### config.mk
export PLATFORM = sky130hd
export DESIGN_NAME = csa_accum
export DESIGN_NICKNAME = d
export VERILOG_FILES = /design/src/rtl/csa_pkg.sv /design/src/rtl/csa_row.sv /design/src/rtl/csa_accum.sv
export SDC_FILE = /design/constraint.sdc
export NUM_CORES = 1
export LEC_CHECK = 0
export ABC_AREA = 1
export CELL_PAD_IN_SITES_DETAIL_PLACEMENT = 1
export CELL_PAD_IN_SITES_GLOBAL_PLACEMENT = 1
export CORE_ASPECT_RATIO = 0.6
export CORE_MARGIN = 2
export CORE_UTILIZATION = 28
export CTS_BUF_LIST = sky130_fd_sc_hd__clkbuf_16
export DETAILED_ROUTE_END_ITERATION = 7
export PLACE_DENSITY_LB_ADDON = 0.1
export SYNTH_ARGS = -nofsm -noshare
export SYNTH_HDL_FRONTEND = slang
export SYNTH_HIERARCHICAL = 1
export SYNTH_SLANG_ARGS = --single-unit
### constraint.sdc
create_clock -name clk -period 3.2 [get_ports clk]
set_input_delay 0.96 -clock clk [delete_from_list [all_inputs] [get_ports clk]]
set_output_delay 0.96 -clock clk [all_outputs]
set_load 0.02 [all_outputs]
### src/rtl/csa_pkg.sv
// Shared types and defaults for the carry-save packet accumulator.
package csa_pkg;

  localparam int CSA_DEFAULT_WIDTH = 64;
  localparam int CSA_DEFAULT_CNT_W = 16;

  typedef enum logic [1:0] {
    ST_IDLE    = 2'd0,
    ST_ACC     = 2'd1,
    ST_RESOLVE = 2'd2,
    ST_OUT     = 2'd3
  } csa_state_e;

endpackage

### src/rtl/csa_row.sv
// One 3:2 carry-save row: sum, carry shifted into weight position, and the
// carry bit that falls off the top.
module csa_row #(
  parameter int WIDTH = 64
) (
  input  logic [WIDTH-1:0] a,
  input  logic [WIDTH-1:0] b,
  input  logic [WIDTH-1:0] c,
  output logic [WIDTH-1:0] sum,
  output logic [WIDTH-1:0] carry,
  output logic             cout
);

  logic [WIDTH-1:0] maj;

  always_comb begin
    maj   = (a & b) | (a & c) | (b & c);
    sum   = a ^ b ^ c;
    carry = {maj[WIDTH-2:0], 1'b0};
    cout  = maj[WIDTH-1];
  end

endmodule

### src/rtl/csa_accum.sv
// Packet accumulator: operands fold into a carry-save pair, one resolve cycle
// performs the carry-propagate add, and the result is held until taken.
module csa_accum
  import csa_pkg::*;
#(
  parameter int WIDTH = CSA_DEFAULT_WIDTH,
  parameter int CNT_W = CSA_DEFAULT_CNT_W
) (
  input  logic             clk,
  input  logic             rst_n,
  input  logic             clr,
  input  logic             in_valid,
  output logic             in_ready,
  input  logic [WIDTH-1:0] in_data,
  input  logic             in_last,
  output logic             out_valid,
  input  logic             out_ready,
  output logic [WIDTH-1:0] out_sum,
  output logic [CNT_W-1:0] out_count,
  output logic             out_ovf
);

  csa_state_e       state_q, state_d;
  logic [WIDTH-1:0] s_q, s_d, c_q, c_d, sum_q, sum_d;
  logic [CNT_W-1:0] cnt_q, cnt_d;
  logic             ovf_q, ovf_d;

  logic             xfer;
  logic             first;
  logic [WIDTH-1:0] row_s_in, row_c_in, row_sum, row_carry;
  logic             row_cout;
  logic [WIDTH:0]   resolve_add;

  // IDLE presents a zero pair so the first operand loads straight into S.
  always_comb begin
    first    = (state_q == ST_IDLE);
    row_s_in = first ? '0 : s_q;
    row_c_in = first ? '0 : c_q;
  end

  csa_row #(.WIDTH(WIDTH)) u_row (
    .a     (row_s_in),
    .b     (row_c_in),
    .c     (in_data),
    .sum   (row_sum),
    .carry (row_carry),
    .cout  (row_cout)
  );

  always_comb begin
    in_ready  = ((state_q == ST_IDLE) || (state_q == ST_ACC)) && !clr;
    out_valid = (state_q == ST_OUT);
    xfer      = in_valid && in_ready;
    out_sum   = sum_q;
    out_count = cnt_q;
    out_ovf   = ovf_q;
  end

  always_comb begin
    state_d = state_q;
    case (state_q)
      ST_IDLE, ST_ACC: if (xfer) state_d = in_last ? ST_RESOLVE : ST_ACC;
      ST_RESOLVE:      state_d = ST_OUT;
      ST_OUT:          if (out_ready) state_d = ST_IDLE;
      default:         state_d = ST_IDLE;
    endcase
    if (clr) state_d = ST_IDLE;
  end

  always_comb begin
    s_d         = s_q;
    c_d         = c_q;
    cnt_d       = cnt_q;
    ovf_d       = ovf_q;
    sum_d       = sum_q;
    resolve_add = {1'b0, s_q} + {1'b0, c_q};
    if (clr) begin
      s_d   = '0;
      c_d   = '0;
      cnt_d = '0;
      ovf_d = 1'b0;
      sum_d = '0;
    end else if (xfer) begin
      s_d   = row_sum;
      c_d   = row_carry;
      cnt_d = first ? CNT_W'(1) : ((&cnt_q) ? cnt_q : cnt_q + 1'b1);
      ovf_d = (first ? 1'b0 : ovf_q) | row_cout;
    end else if (state_q == ST_RESOLVE) begin
      sum_d = resolve_add[WIDTH-1:0];
      ovf_d = ovf_q | resolve_add[WIDTH];
    end
  end

  always_ff @(posedge clk) begin
    if (!rst_n) begin
      state_q <= ST_IDLE;
      s_q     <= '0;
      c_q     <= '0;
      cnt_q   <= '0;
      ovf_q   <= 1'b0;
      sum_q   <= '0;
    end else begin
      state_q <= state_d;
      s_q     <= s_d;
      c_q     <= c_d;
      cnt_q   <= cnt_d;
      ovf_q   <= ovf_d;
      sum_q   <= sum_d;
    end
  end

endmodule

Word-level counts from Yosys, hierarchy flattened. Index checks and enable logic that the tools add are counted.

Input port bits: 70. Register bits after elaboration: 210. Output and inout port bits: 83. Logic and storage cells: 48.

$add $sub $neg: 2. Equality and inequality tests: 6. Reductions and logical operators: 12. Bitwise operators: 11. Mux-type cells: 11.

Operators with widths (number): bitwise AND 64 bit (3); 2-to-1 mux 64 bit (2); bitwise OR 64 bit (2); bitwise XOR 64 bit (2); adder 64 x 64 -> 65 bit (1); 2-to-1 mux 16 bit (2); adder 16 x 1 -> 16 bit (second input constant) (1); AND reduction 16 bit (1); 2-to-1 mux 2 bit (3); case mux 2 bit (3 select lines) (1); AND reduction 2 bit (3); equality test 2 bit (second input constant) (2); != test 2 bit (second input constant) (2); OR reduction 2 bit (2); 2-to-1 mux 1 bit (3); equality test 2 x 1 -> 1 bit (second input constant) (1); logical AND 1 bit (2); zero test 2 bit (1); != test 2 x 1 -> 1 bit (second input constant) (1); NOT 1 bit (2); bitwise OR 1 bit (2); nonzero test 2 bit (1); zero test 1 bit (1); logical OR 1 bit (1).

Longest topological paths before layout.
Word-level depth: 7. Gate-level depth with buffers: 17.

Hierarchy. The synthesis kept the hierarchy.

Modules (own cells, without submodules): csa_accum (area an instance 14395.1 sq um, cells an instance 2498, times used 1, sequential area each 4224.1 sq um); csa_row (area an instance 1292.5 sq um, cells an instance 66, times used 1, sequential area each 0.0 sq um).

Worst setup path before layout. OpenSTA, ideal clock, no wires.

Kind: input -> output. Start: in clr. End: out in_ready. Path slack: 0.971 ns. Arrival time: 1.269 ns. Buffers on the path: 0. Cell stages on the path: 1. Cell sequence: nor2_1.

Longest elaborated chain between the ends: 2.

RTL lines: start: declaration (line csa_accum.sv:11) `input logic clr,`; zero test 1 bit (line csa_accum.sv:51) `in_ready = ((state_q == ST_IDLE) || (state_q == ST_ACC)) && !clr;`; logical AND 1 bit (line csa_accum.sv:51); end: declaration (line csa_accum.sv:13) `output logic in_ready,`.

Every way passes these cells.

Final worst setup path. Ends and elaborated chain as after synthesis.

==> run metrics <==
number of max-cap violations 0; CP peak stage delay 630 ps; CTS clk-pin slew, worst paths 60 ps; RSZ-0062 raised after global routing no; CP Max Fanout 2; post-synthesis sequential area ratio 26.93%; TritonCTS Buffers 26; Rel. slew slack about 29%; hold_sp s_q[44]$_SDFFE_PP0P_; detailed placement HPWL 47.26 mm; Max VDD drop 0.3525 mV; drt first pass iters 5; Root Driver clkbuf_16; Vias 15680; n_diodes 0; worst hold slack 476.7 ps; CTS tree done; Final Setup Violations 0; Post-synth EDFFs 0; asr flop ratio synth 0%; final antenna-violating net count 0; final hold vios 0; power density over the cells 354.4 mW/mm2; Setup Fix Bufs, Post-CTS 0; leak pwr 0.009131 uW; core area about 0.056 mm2; fmax between 0.3 and 0.4 GHz; synth top area cells dfxtp_1, nand2_1, inv_1; CTS resizes 0; crit path kind primary input to output pin; CP Launch Type primary input; Worst Max-Slew Pin Slew between 1000 and 1500 ps; die area 0.05800 mm2; Hold/Removal Path Class flip-flop to flip-flop; routability cong. between 0.8 and 0.9; Fin Clk Skew 16.64 ps; reg2reg end out_sum[44]$_SDFFE_PP0P_; WP data arrival 2150 ps; DRC 0; Worst Path Required 2240 ps; Primary FF master, synth dfxtp_1; Synth Net Count 2764; Critical Path End Type output pin; clk_lat worst skew 570 ps; Area Growth Syn to Fin 20.78%; grt ovf 0; Cell Area, Synth 0.01569 mm2; crit path buf inv count 2; initial DRC count 894; fraction of layout cells with a size suffix above 1 3.742%; row count 67; largest net degree at the start of global routing 141; die width slightly above 300 um; synth unique cells 39; Crit path max-delay family buffers and inverters; H-tree depth 1; critical path startpoint clr; Post-Route Setup TNS 0 ps; initial core utilization 28.23%; r2r setup slk slightly above 500 ps; first-pass GRT wire length 91.29 mm; Top Ports between 150 and 200; GRT Resource Usage Total between 20 and 25%; Slew Viols, Final 0; CTS Hold Buffers Added 0; Synth warnings 6; final worst-path cycle share 97.33%; reg2reg start s_q[0]$_SDFFE_PP0P_; crit path cell chain clkdlybuf4s50_1, nor2_1, clkdlybuf4s50_1; flop and latch count out of synthesis 211; cells after synthesis 2564; Final #Nets 2880; CP most frequent cell clkdlybuf4s50_1; Max clock buf depth 3; die height 187.3 um; drt via density ~4.5; mean routed wirelength per cell 16.91 um; antenna violations before repair 0; fillers 7171; outcome completed; Hold EP s_q[44]$_SDFFE_PP0P_; Critical-path top delay cell clkdlybuf4s50_1; worst r2r path cells 14; Final min period ~3100 ps; post-synth top area share around 27%; Hold Path Depth 2; total wire length 58.47 mm; Synth area leader dfxtp_1; Post-Syn Area per Cell 6.118 um2; I/O Buffers ~150; vias in the first global route 15650; TritonCTS Sinks 211
state kept, by name, indices dropped and copies added, names as in the netlist:
name	count
state_q	2
s_q	64
out_count	16
out_sum	64
c_q	64
out_ovf	1
kinds of logic (layout without fill, tap and decap cells):
group                      after synthesis  in the layout  synth area share, %
and+or+nand+nor                       1169           1169                29.81
buffers and inverters                  634            769                15.35
AOI/OAI and AO/OA                      383            383                12.40
DFF                                    211            211                26.93
adders and majority gates              130            130                13.48
xor gates and xnor gates                36             36                2.010
other                                    1              1              0.02390
layout make-up:
cell class	count	area (um2)	share of cell area, %
Clock buffer	27	675.6	3.566
Clock inverter	20	216.5	1.142
Inverter	555	2086	11.01
Multi-Input combinational cell	1719	9074	47.89
Sequential cell	211	4224	22.29
Tap cell	759	949.7	5.012
Timing Repair Buffer	167	1722	9.087
worst register-to-register path: cells and delay by family (launching register included):
family | cells | cell delay, ps
and+or+nand+nor | 11 | 1480
adders and majority gates | 2 | 750
DFF | 1 | 310
buffers and inverters | 1 | 50
cell usage after synthesis, types with 21 or more instances:
library cell  count
nand2_1         679
clkbuf_1         66
o21ai_0         171
a21oi_1         187
fa_1             65
nor2_1          349
dfxtp_1         211
inv_2            21
inv_1           526
ha_1             65
xor2_1           33
nand3_1          81
through the flow:
stage                     setup WS, ps  total power [uW]  util (%)  cell area [um2]  cells
final                            85.53              6714     34.09            18950   3458
after CTS                        75.23              6817     34.09            18950   3458
after global placement           81.28              3544     32.48            18050   3411
after global routing             27.80              7003     34.09            18950   3458
after floorplan                  971.3              3188         -            15690   2564
after detailed placement         82.54              3563     32.48            18050   3411
worst max path at each step:
stage | end | depth (start not counted)
6_report | in_ready | 3
5_1_grt | in_ready | 3
4_1_cts | in_ready | 3
3_5_place_dp | in_ready | 3
3_3_place_gp | in_ready | 3
2_1_floorplan | in_ready | 1
per-layer routing:
layer,global-route usage [%],up-vias,part of all wire (%)
met2,26.41,276,36
met4,2.633,0,1.2
li1,-,7958,-
met3,3.218,34,5.2
met5,0,-,0
met1,34.17,7410,58
cell usage in the layout (no fill, tap or decap), drive strengths merged, types with 2 or more instances in the layout:
| cell type | n |
|---|---|
| inv | 552 |
| nor3 | 23 |
| clkbuf | 27 |
| bufinv | 5 |
| o21bai | 2 |
| buf | 15 |
| nand3b | 4 |
| nand2 | 685 |
| dfxtp | 211 |
| and2 | 3 |
| o211ai | 2 |
| a21oi | 188 |
| clkdlybuf4s50 | 152 |
| xnor2 | 3 |
| nor2 | 358 |
| xor2 | 33 |
| nand4 | 9 |
| clkinv | 18 |
| o21ai | 180 |
| nand3 | 85 |
| ha | 65 |
| fa | 65 |
| a31oi | 10 |
where the power goes:
part / internal, uW / switching [uW] / total, uW
clock: 1920 / 1290 / 3210
combinational: 265 / 504 / 769
sequential: 2690 / 45.6 / 2740
No activity file was read; power rests on OpenSTA's default activity.
